==> src/rtl/control_sequencer_pkg.sv <==
// Shared definitions for the control sequencer: instruction field layout, class codes,
// FSM state encoding and the decoded control-word bundle.
package control_sequencer_pkg;

    localparam int IW = 12;
    localparam logic [2:0] ALU_PASS_B_DEF = 3'b111;

    localparam int CLS_MSB = 11;
    localparam int CLS_LSB = 9;
    localparam int OP_MSB  = 8;
    localparam int OP_LSB  = 6;
    localparam int RX_MSB  = 5;
    localparam int RX_LSB  = 3;
    localparam int RY_MSB  = 2;
    localparam int RY_LSB  = 0;

    localparam logic [2:0] CLS_NOP  = 3'b000;
    localparam logic [2:0] CLS_MOV  = 3'b001;
    localparam logic [2:0] CLS_LDI  = 3'b010;
    localparam logic [2:0] CLS_ALU  = 3'b011;
    localparam logic [2:0] CLS_HALT = 3'b100;

    typedef enum logic [2:0] {
        ST_IDLE   = 3'd0,
        ST_T1     = 3'd1,
        ST_T2     = 3'd2,
        ST_T3     = 3'd3,
        ST_HALTED = 3'd4
    } state_e;

    typedef struct packed {
        logic [2:0] regsel;
        logic [2:0] alusel;
        logic       rin;
        logic       rout;
        logic       rain;
        logic       rcout;
        logic       genconst;
        logic       done;
        logic       illegal;
    } ctrl_t;

    function automatic logic [2:0] ir_cls(input logic [IW-1:0] ir);
        return ir[CLS_MSB:CLS_LSB];
    endfunction

    function automatic logic [2:0] ir_op(input logic [IW-1:0] ir);
        return ir[OP_MSB:OP_LSB];
    endfunction

    function automatic logic [2:0] ir_rx(input logic [IW-1:0] ir);
        return ir[RX_MSB:RX_LSB];
    endfunction

    function automatic logic [2:0] ir_ry(input logic [IW-1:0] ir);
        return ir[RY_MSB:RY_LSB];
    endfunction

endpackage

==> src/rtl/control_sequencer_if.sv <==
// Instruction handshake plus datapath strobes between the sequencer and its datapath.
interface control_sequencer_if;
    import control_sequencer_pkg::*;

    logic [IW-1:0] instr;
    logic          instr_valid;
    logic          instr_ready;
    logic [2:0]    regSel;
    logic [2:0]    aluSel;
    logic          Rin;
    logic          Rout;
    logic          RAin;
    logic          RCout;
    logic          genConst;
    logic          done;
    logic          halted;
    logic          illegal;

    // master is the sequencer itself; slave is the instruction source / datapath side
    modport master (
        input  instr, instr_valid,
        output instr_ready, regSel, aluSel, Rin, Rout, RAin, RCout, genConst,
               done, halted, illegal
    );

    modport slave (
        output instr, instr_valid,
        input  instr_ready, regSel, aluSel, Rin, Rout, RAin, RCout, genConst,
               done, halted, illegal
    );
endinterface

==> src/rtl/control_sequencer_ctrl_decode.sv <==
// Purely combinational step decoder: (state, IR) -> datapath control word.
module ctrl_decode
    import control_sequencer_pkg::*;
#(
    parameter logic [2:0] ALU_PASS_B = ALU_PASS_B_DEF
) (
    input  state_e        state,
    input  logic [IW-1:0] ir,
    output ctrl_t         ctrl
);

    logic [2:0] cls;
    logic [2:0] op;
    logic [2:0] rx;
    logic [2:0] ry;

    assign cls = ir_cls(ir);
    assign op  = ir_op(ir);
    assign rx  = ir_rx(ir);
    assign ry  = ir_ry(ir);

    always_comb begin
        ctrl = '0;
        case (state)
            ST_T1: begin
                case (cls)
                    CLS_NOP, CLS_HALT: ctrl.done = 1'b1;
                    CLS_MOV: begin
                        ctrl.regsel = ry;
                        ctrl.rout   = 1'b1;
                        ctrl.alusel = ALU_PASS_B;
                    end
                    // ry field carries the constant k for LDI
                    CLS_LDI: begin
                        ctrl.regsel   = ry;
                        ctrl.genconst = 1'b1;
                        ctrl.alusel   = ALU_PASS_B;
                    end
                    CLS_ALU: begin
                        ctrl.regsel = rx;
                        ctrl.rout   = 1'b1;
                        ctrl.rain   = 1'b1;
                    end
                    default: begin
                        ctrl.done    = 1'b1;
                        ctrl.illegal = 1'b1;
                    end
                endcase
            end
            ST_T2: begin
                case (cls)
                    CLS_MOV, CLS_LDI: begin
                        ctrl.regsel = rx;
                        ctrl.rcout  = 1'b1;
                        ctrl.rin    = 1'b1;
                        ctrl.done   = 1'b1;
                    end
                    CLS_ALU: begin
                        ctrl.regsel = ry;
                        ctrl.rout   = 1'b1;
                        ctrl.alusel = op;
                    end
                    default: ;
                endcase
            end
            ST_T3: begin
                if (cls == CLS_ALU) begin
                    ctrl.regsel = rx;
                    ctrl.rcout  = 1'b1;
                    ctrl.rin    = 1'b1;
                    ctrl.done   = 1'b1;
                end
            end
            default: ;
        endcase
    end

endmodule

==> src/rtl/control_sequencer.sv <==
// Multi-cycle control sequencer: accepts one instruction per handshake into IR and
// steps the register/ALU datapath through T1..T3 as a Moore machine.
module control_sequencer
    import control_sequencer_pkg::*;
#(
    parameter logic [2:0] ALU_PASS_B = ALU_PASS_B_DEF
) (
    input  logic                  clk,
    input  logic                  rst,
    control_sequencer_if.master   bus
);

    state_e        state_reg, state_next;
    logic [IW-1:0] ir_reg, ir_next;
    ctrl_t         ctrl;
    ctrl_t         ctrl_out;

    always_ff @(posedge clk) begin
        if (!rst) begin
            state_reg <= ST_IDLE;
            ir_reg    <= '0;
        end else begin
            state_reg <= state_next;
            ir_reg    <= ir_next;
        end
    end

    always_comb begin
        state_next = state_reg;
        ir_next    = ir_reg;
        case (state_reg)
            ST_IDLE: begin
                if (bus.instr_valid) begin
                    ir_next    = bus.instr;
                    state_next = ST_T1;
                end
            end
            ST_T1: begin
                case (ir_cls(ir_reg))
                    CLS_MOV, CLS_LDI, CLS_ALU: state_next = ST_T2;
                    CLS_HALT:                  state_next = ST_HALTED;
                    default:                   state_next = ST_IDLE;
                endcase
            end
            ST_T2:     state_next = (ir_cls(ir_reg) == CLS_ALU) ? ST_T3 : ST_IDLE;
            ST_T3:     state_next = ST_IDLE;
            ST_HALTED: state_next = ST_HALTED;
            default:   state_next = ST_IDLE;
        endcase
    end

    ctrl_decode #(
        .ALU_PASS_B(ALU_PASS_B)
    ) u_decode (
        .state(state_reg),
        .ir   (ir_reg),
        .ctrl (ctrl)
    );

    // Everything is held low while reset is asserted, independent of the current state.
    assign ctrl_out        = rst ? ctrl : '0;
    assign bus.instr_ready = rst && (state_reg == ST_IDLE);
    assign bus.halted      = rst && (state_reg == ST_HALTED);
    assign bus.regSel      = ctrl_out.regsel;
    assign bus.aluSel      = ctrl_out.alusel;
    assign bus.Rin         = ctrl_out.rin;
    assign bus.Rout        = ctrl_out.rout;
    assign bus.RAin        = ctrl_out.rain;
    assign bus.RCout       = ctrl_out.rcout;
    assign bus.genConst    = ctrl_out.genconst;
    assign bus.done        = ctrl_out.done;
    assign bus.illegal     = ctrl_out.illegal;

endmodule

==> src/flat_wrapper.sv <==
// flat-port wrapper written by rule: the top's interface ports become plain ports
module control_sequencer_flat import control_sequencer_pkg::*;
#(
    parameter logic [2:0] ALU_PASS_B = ALU_PASS_B_DEF
)
  (clk, rst, bus_instr, bus_instr_valid, bus_instr_ready, bus_regSel, bus_aluSel, bus_Rin, bus_Rout, bus_RAin, bus_RCout, bus_genConst, bus_done, bus_halted, bus_illegal);
  control_sequencer_if bus_i ();
  input  logic clk;
  input  logic rst;
  input wire logic [$bits(bus_i.instr)-1:0] bus_instr;
  input wire logic [$bits(bus_i.instr_valid)-1:0] bus_instr_valid;
  output wire logic [$bits(bus_i.instr_ready)-1:0] bus_instr_ready;
  output wire logic [$bits(bus_i.regSel)-1:0] bus_regSel;
  output wire logic [$bits(bus_i.aluSel)-1:0] bus_aluSel;
  output wire logic [$bits(bus_i.Rin)-1:0] bus_Rin;
  output wire logic [$bits(bus_i.Rout)-1:0] bus_Rout;
  output wire logic [$bits(bus_i.RAin)-1:0] bus_RAin;
  output wire logic [$bits(bus_i.RCout)-1:0] bus_RCout;
  output wire logic [$bits(bus_i.genConst)-1:0] bus_genConst;
  output wire logic [$bits(bus_i.done)-1:0] bus_done;
  output wire logic [$bits(bus_i.halted)-1:0] bus_halted;
  output wire logic [$bits(bus_i.illegal)-1:0] bus_illegal;
  assign bus_i.instr = bus_instr;
  assign bus_i.instr_valid = bus_instr_valid;
  assign bus_instr_ready = bus_i.instr_ready;
  assign bus_regSel = bus_i.regSel;
  assign bus_aluSel = bus_i.aluSel;
  assign bus_Rin = bus_i.Rin;
  assign bus_Rout = bus_i.Rout;
  assign bus_RAin = bus_i.RAin;
  assign bus_RCout = bus_i.RCout;
  assign bus_genConst = bus_i.genConst;
  assign bus_done = bus_i.done;
  assign bus_halted = bus_i.halted;
  assign bus_illegal = bus_i.illegal;
  control_sequencer #(.ALU_PASS_B(ALU_PASS_B)) u_core (.clk(clk), .rst(rst), .bus(bus_i));
endmodule
==> config.mk <==
export PLATFORM = sky130hd
export DESIGN_NAME = control_sequencer_flat
export DESIGN_NICKNAME = d
export VERILOG_FILES = /design/src/rtl/control_sequencer_pkg.sv /design/src/rtl/control_sequencer_if.sv /design/src/rtl/control_sequencer_ctrl_decode.sv /design/src/rtl/control_sequencer.sv /design/src/flat_wrapper.sv
export SDC_FILE = /design/constraint.sdc
export NUM_CORES = 1
export LEC_CHECK = 0
export CORE_MARGIN = 10
export CORE_UTILIZATION = 30
export CTS_BUF_LIST = sky130_fd_sc_hd__clkbuf_8 sky130_fd_sc_hd__clkbuf_16
export DETAILED_ROUTE_END_ITERATION = 8
export PLACE_DENSITY_LB_ADDON = 0.25
export SLEW_MARGIN = 20
export SYNTH_ARGS = -nofsm -noshare
export SYNTH_HDL_FRONTEND = slang
export SYNTH_SLANG_ARGS = --single-unit
==> constraint.sdc <==
create_clock -name clk -period 1.65 [get_ports clk]
set_clock_uncertainty 0.1 [all_clocks]
set_input_delay 0.33 -clock clk [delete_from_list [all_inputs] [get_ports clk]]
set_output_delay 0.33 -clock clk [all_outputs]
set_load 0.01 [all_outputs]
==> results.py <==
metrics = {
    "power_and_ir_drop": {
        "ir_drop_uv": 440.4,
        "p_per_area_nw_per_um2": 579.1,
        "p_leak_uw": 0.0006993,
    },
    "sta": {
        "finalMaxSlewViolations": 0,
        "final_hold_viol_count": 0,
        "post-route-period-util_pct": 121.3,
        "period_needed_ns": 2.001,
        "finalSetupViolations": 15,
        "rsz0062_at_grt": "yes",
        "setup_tns_ns": -3.785,
        "relSlewSlack_pct": 77.17,
        "worst_pin_slew_ns": 0.3376,
        "hold-worst-slack_ns": 0.3548,
        "fmax_mhz": 499.7,
        "timing.final.ws_setup_ns": -0.3512,
    },
    "yosys": {
        "synth_warnings": 0,
        "avgSynthCellArea_um2": 7.855,
        "netlist_instances": 126,
        "synth_flop_cell": "dfxtp_1",
        "synth_edf_count": 0,
        "async_flop_share_pct": 0,
        "ys_ff_latch": 15,
        "synth_nets": 141,
        "synthesis.area_um2": 989.7,
        "seq_area_frac_synth_pct": 30.34,
        "synth_cell_types": 35,
    },
    "global_routing": {
        "antenna_found_initial": 0,
        "grt_util_all_layers_pct": 10.60,
        "grt_pass1_vias": 1083,
        "grt_pass1_wl_mm": 5.333,
        "grt_overflow_total": 0,
        "grt_max_degree": 12,
    },
    "floorplan": {
        "rows": 20,
        "fp.dieW_um": 77.44,
        "initial_utilization_pct": 31.90,
        "die_area_um2": 5996,
        "ioPinCount": 30,
        "fp.dieH_um": 77.44,
        "core_um2": 3103,
    },
    "routing": {
        "dr.pass1.iters": 4,
        "viasPerCell": 4.747,
        "num_vias": 1087,
        "ant_nets": 0,
        "drt_iter0_markers": 35,
        "drc_errors": 0,
        "wirelength_mm": 3.266,
        "wl_per_cell_um": 14.26,
    },
    "clocking": {
        "tritoncts": "done",
        "cts_root_buffer": "clkbuf_8",
        "numCtsBuffers": 3,
        "clkTransAtPathRegs_ns": 0.07,
        "clockBufferDepth": 2,
        "cts_max_level": 1,
        "ctsHoldBuffers": 0,
        "worstSkewPairLatency_ns": 0.25,
        "cts.sinks": 15,
    },
    "final_layout": {
        "layout-drive-gt1-share_pct": 48.11,
        "final_cells": 229,
        "nets": 201,
        "area_delta_synth_final_pct": 68.77,
        "antenna_cells": 0,
        "largest_reg_flops": 12,
    },
    "job": {
        "maxCapViolCount": 0,
    },
    "hold_path": {
        "hp-class": "reg2reg",
    },
    "setup_path": {
        "criticalPathCategory": "reg2out",
        "crit_required_ns": 1.22,
        "path_delay_family": "simple AND/OR/NAND/NOR gates",
        "cp-end-kind": "primary output",
        "crit_chain": "buf_6 -> nor4b_4 -> nand2_2 -> nor3b_2 -> buf_2",
        "crit_path_max_fanout": 6,
        "arrival_ns": 1.57,
        "cpPeakStageDelay_ns": 0.37,
        "path_buf_inv": 2,
        "crit_slowest_cell": "dfxtp_4",
        "critPathLaunchType": "flop",
    },
    "place": {
        "io_buffers": 29,
        "gp_congestion": 0.7743,
        "dp_slack_ns": -0.7307,
        "dpl.hpwl_mm": 2.355,
        "dp.cells": 222,
    },
    "run_status": {
        "outcome": "finished, violations left",
        "failed_checks": "negative setup slack",
    },
}
-- placed cells by master (no fill, tap or decap), drive strengths merged, types with 2 or more instances in the layout --
cell and instances:
nor2 4, nor4b 2, clkdlybuf4s50 13, nand2b 5, o22ai 3, dfxtp 15
nor3b 2, nor3 2, nor2b 7, a21boi 13, or4b 2, nor4bb 2
nand3 12, nand2 29, clkbuf 3, o21ai 3, buf 50, a21oi 5
-- worst register-to-register path, stage by stage (launching register included) --
cell and delay (ns):
dfxtp_4 0.37, buf_4 0.14, buf_6 0.12, or4b_4 0.62, nand2_2 0.10, a21boi_1 0.06
-- cell families (layout without fill, tap and decap cells) --
kind of cell / after synthesis / in the layout / share of synthesized area (%)
simple gates: 72 / 73 / 42.35
compound gates: 29 / 29 / 20.48
flops: 15 / 15 / 30.34
buf+inv: 10 / 68 / 6.826
-- through the flow --
step,power (uW),util (%),cell area (um2)
4_1_cts,967.3,52.10,1617
2_1_floorplan,522.9,-,1008
3_5_place_dp,638.6,49.35,1531
6_report,967.3,53.83,1670
5_1_grt,1023,53.83,1670
3_3_place_gp,632.9,49.35,1531
-- final timing paths --
| kind | cells past startpoint | slack (ns) | from | end |
|---|---|---|---|---|
| max | 5 | -0.35 | u_core.state_reg[1] | bus_genConst |
| min | 2 | 0.35 | u_core.ir_reg[7] | u_core.ir_reg[7] |
| max reg2reg | 5 | 0.03 | u_core.state_reg[1] | u_core.ir_reg[9] |
| min reg2reg | 2 | 0.35 | u_core.ir_reg[7] | u_core.ir_reg[7] |
-- Yosys cell counts, types with 2 or more instances --
cell	instances	share of area (%)
clkbuf_1	2	0.76
buf_2	3	1.5
nand2b_1	5	3.2
o22ai_1	3	1.9
nor2b_1	6	3.8
a21boi_1	11	8.3
nor2_1	4	1.5
nand2_1	29	11
buf_6	3	3.4
a21boi_0	2	1.5
nor3_1	2	1.0
dfxtp_1	15	30
nand3_1	12	6.1
nor4bb_1	2	2.0
o21ai_0	2	1.0
a21oi_1	5	2.5
nor4b_4	2	4.8
-- power breakdown --
part           switching, uW  leakage [uW]  total [uW]  internal (uW)
sequential              25.4      0.000127         406            381
combinational            110      0.000547         253            143
clock                    141     0.0000255         308            168
-- metal layers --
metal / share of wire [%] / global-route usage (%) / up-vias
li1: - / - / 569
met1: 49 / 13.65 / 490
met2: 46 / 17.14 / 26
met3: 4.4 / 3.111 / 2
met4: 0.24 / 2.007 / 0
met5: 0 / 0 / -
-- layout make-up --
type / count / area (um2)
sequential: 15 / 317.8
timing repair buffer: 64 / 508.0
clock buffer: 3 / 41.29
fill: 326 / 1433
tap: 44 / 55.05
multi-input combinational: 102 / 743.2
clock inverter: 1 / 5.005
-- what timing repair did --
| item | CTS | global route |
|---|---|---|
| cloned | 1 | 0 |
| buffers inserted | 1 | 1 |
| pin swaps | 8 | 8 |
| resized for setup | 87 | 13 |
| endpoints found under the setup margin | 27 | 19 |
Note: power is estimated with default switching activity, not from simulation.
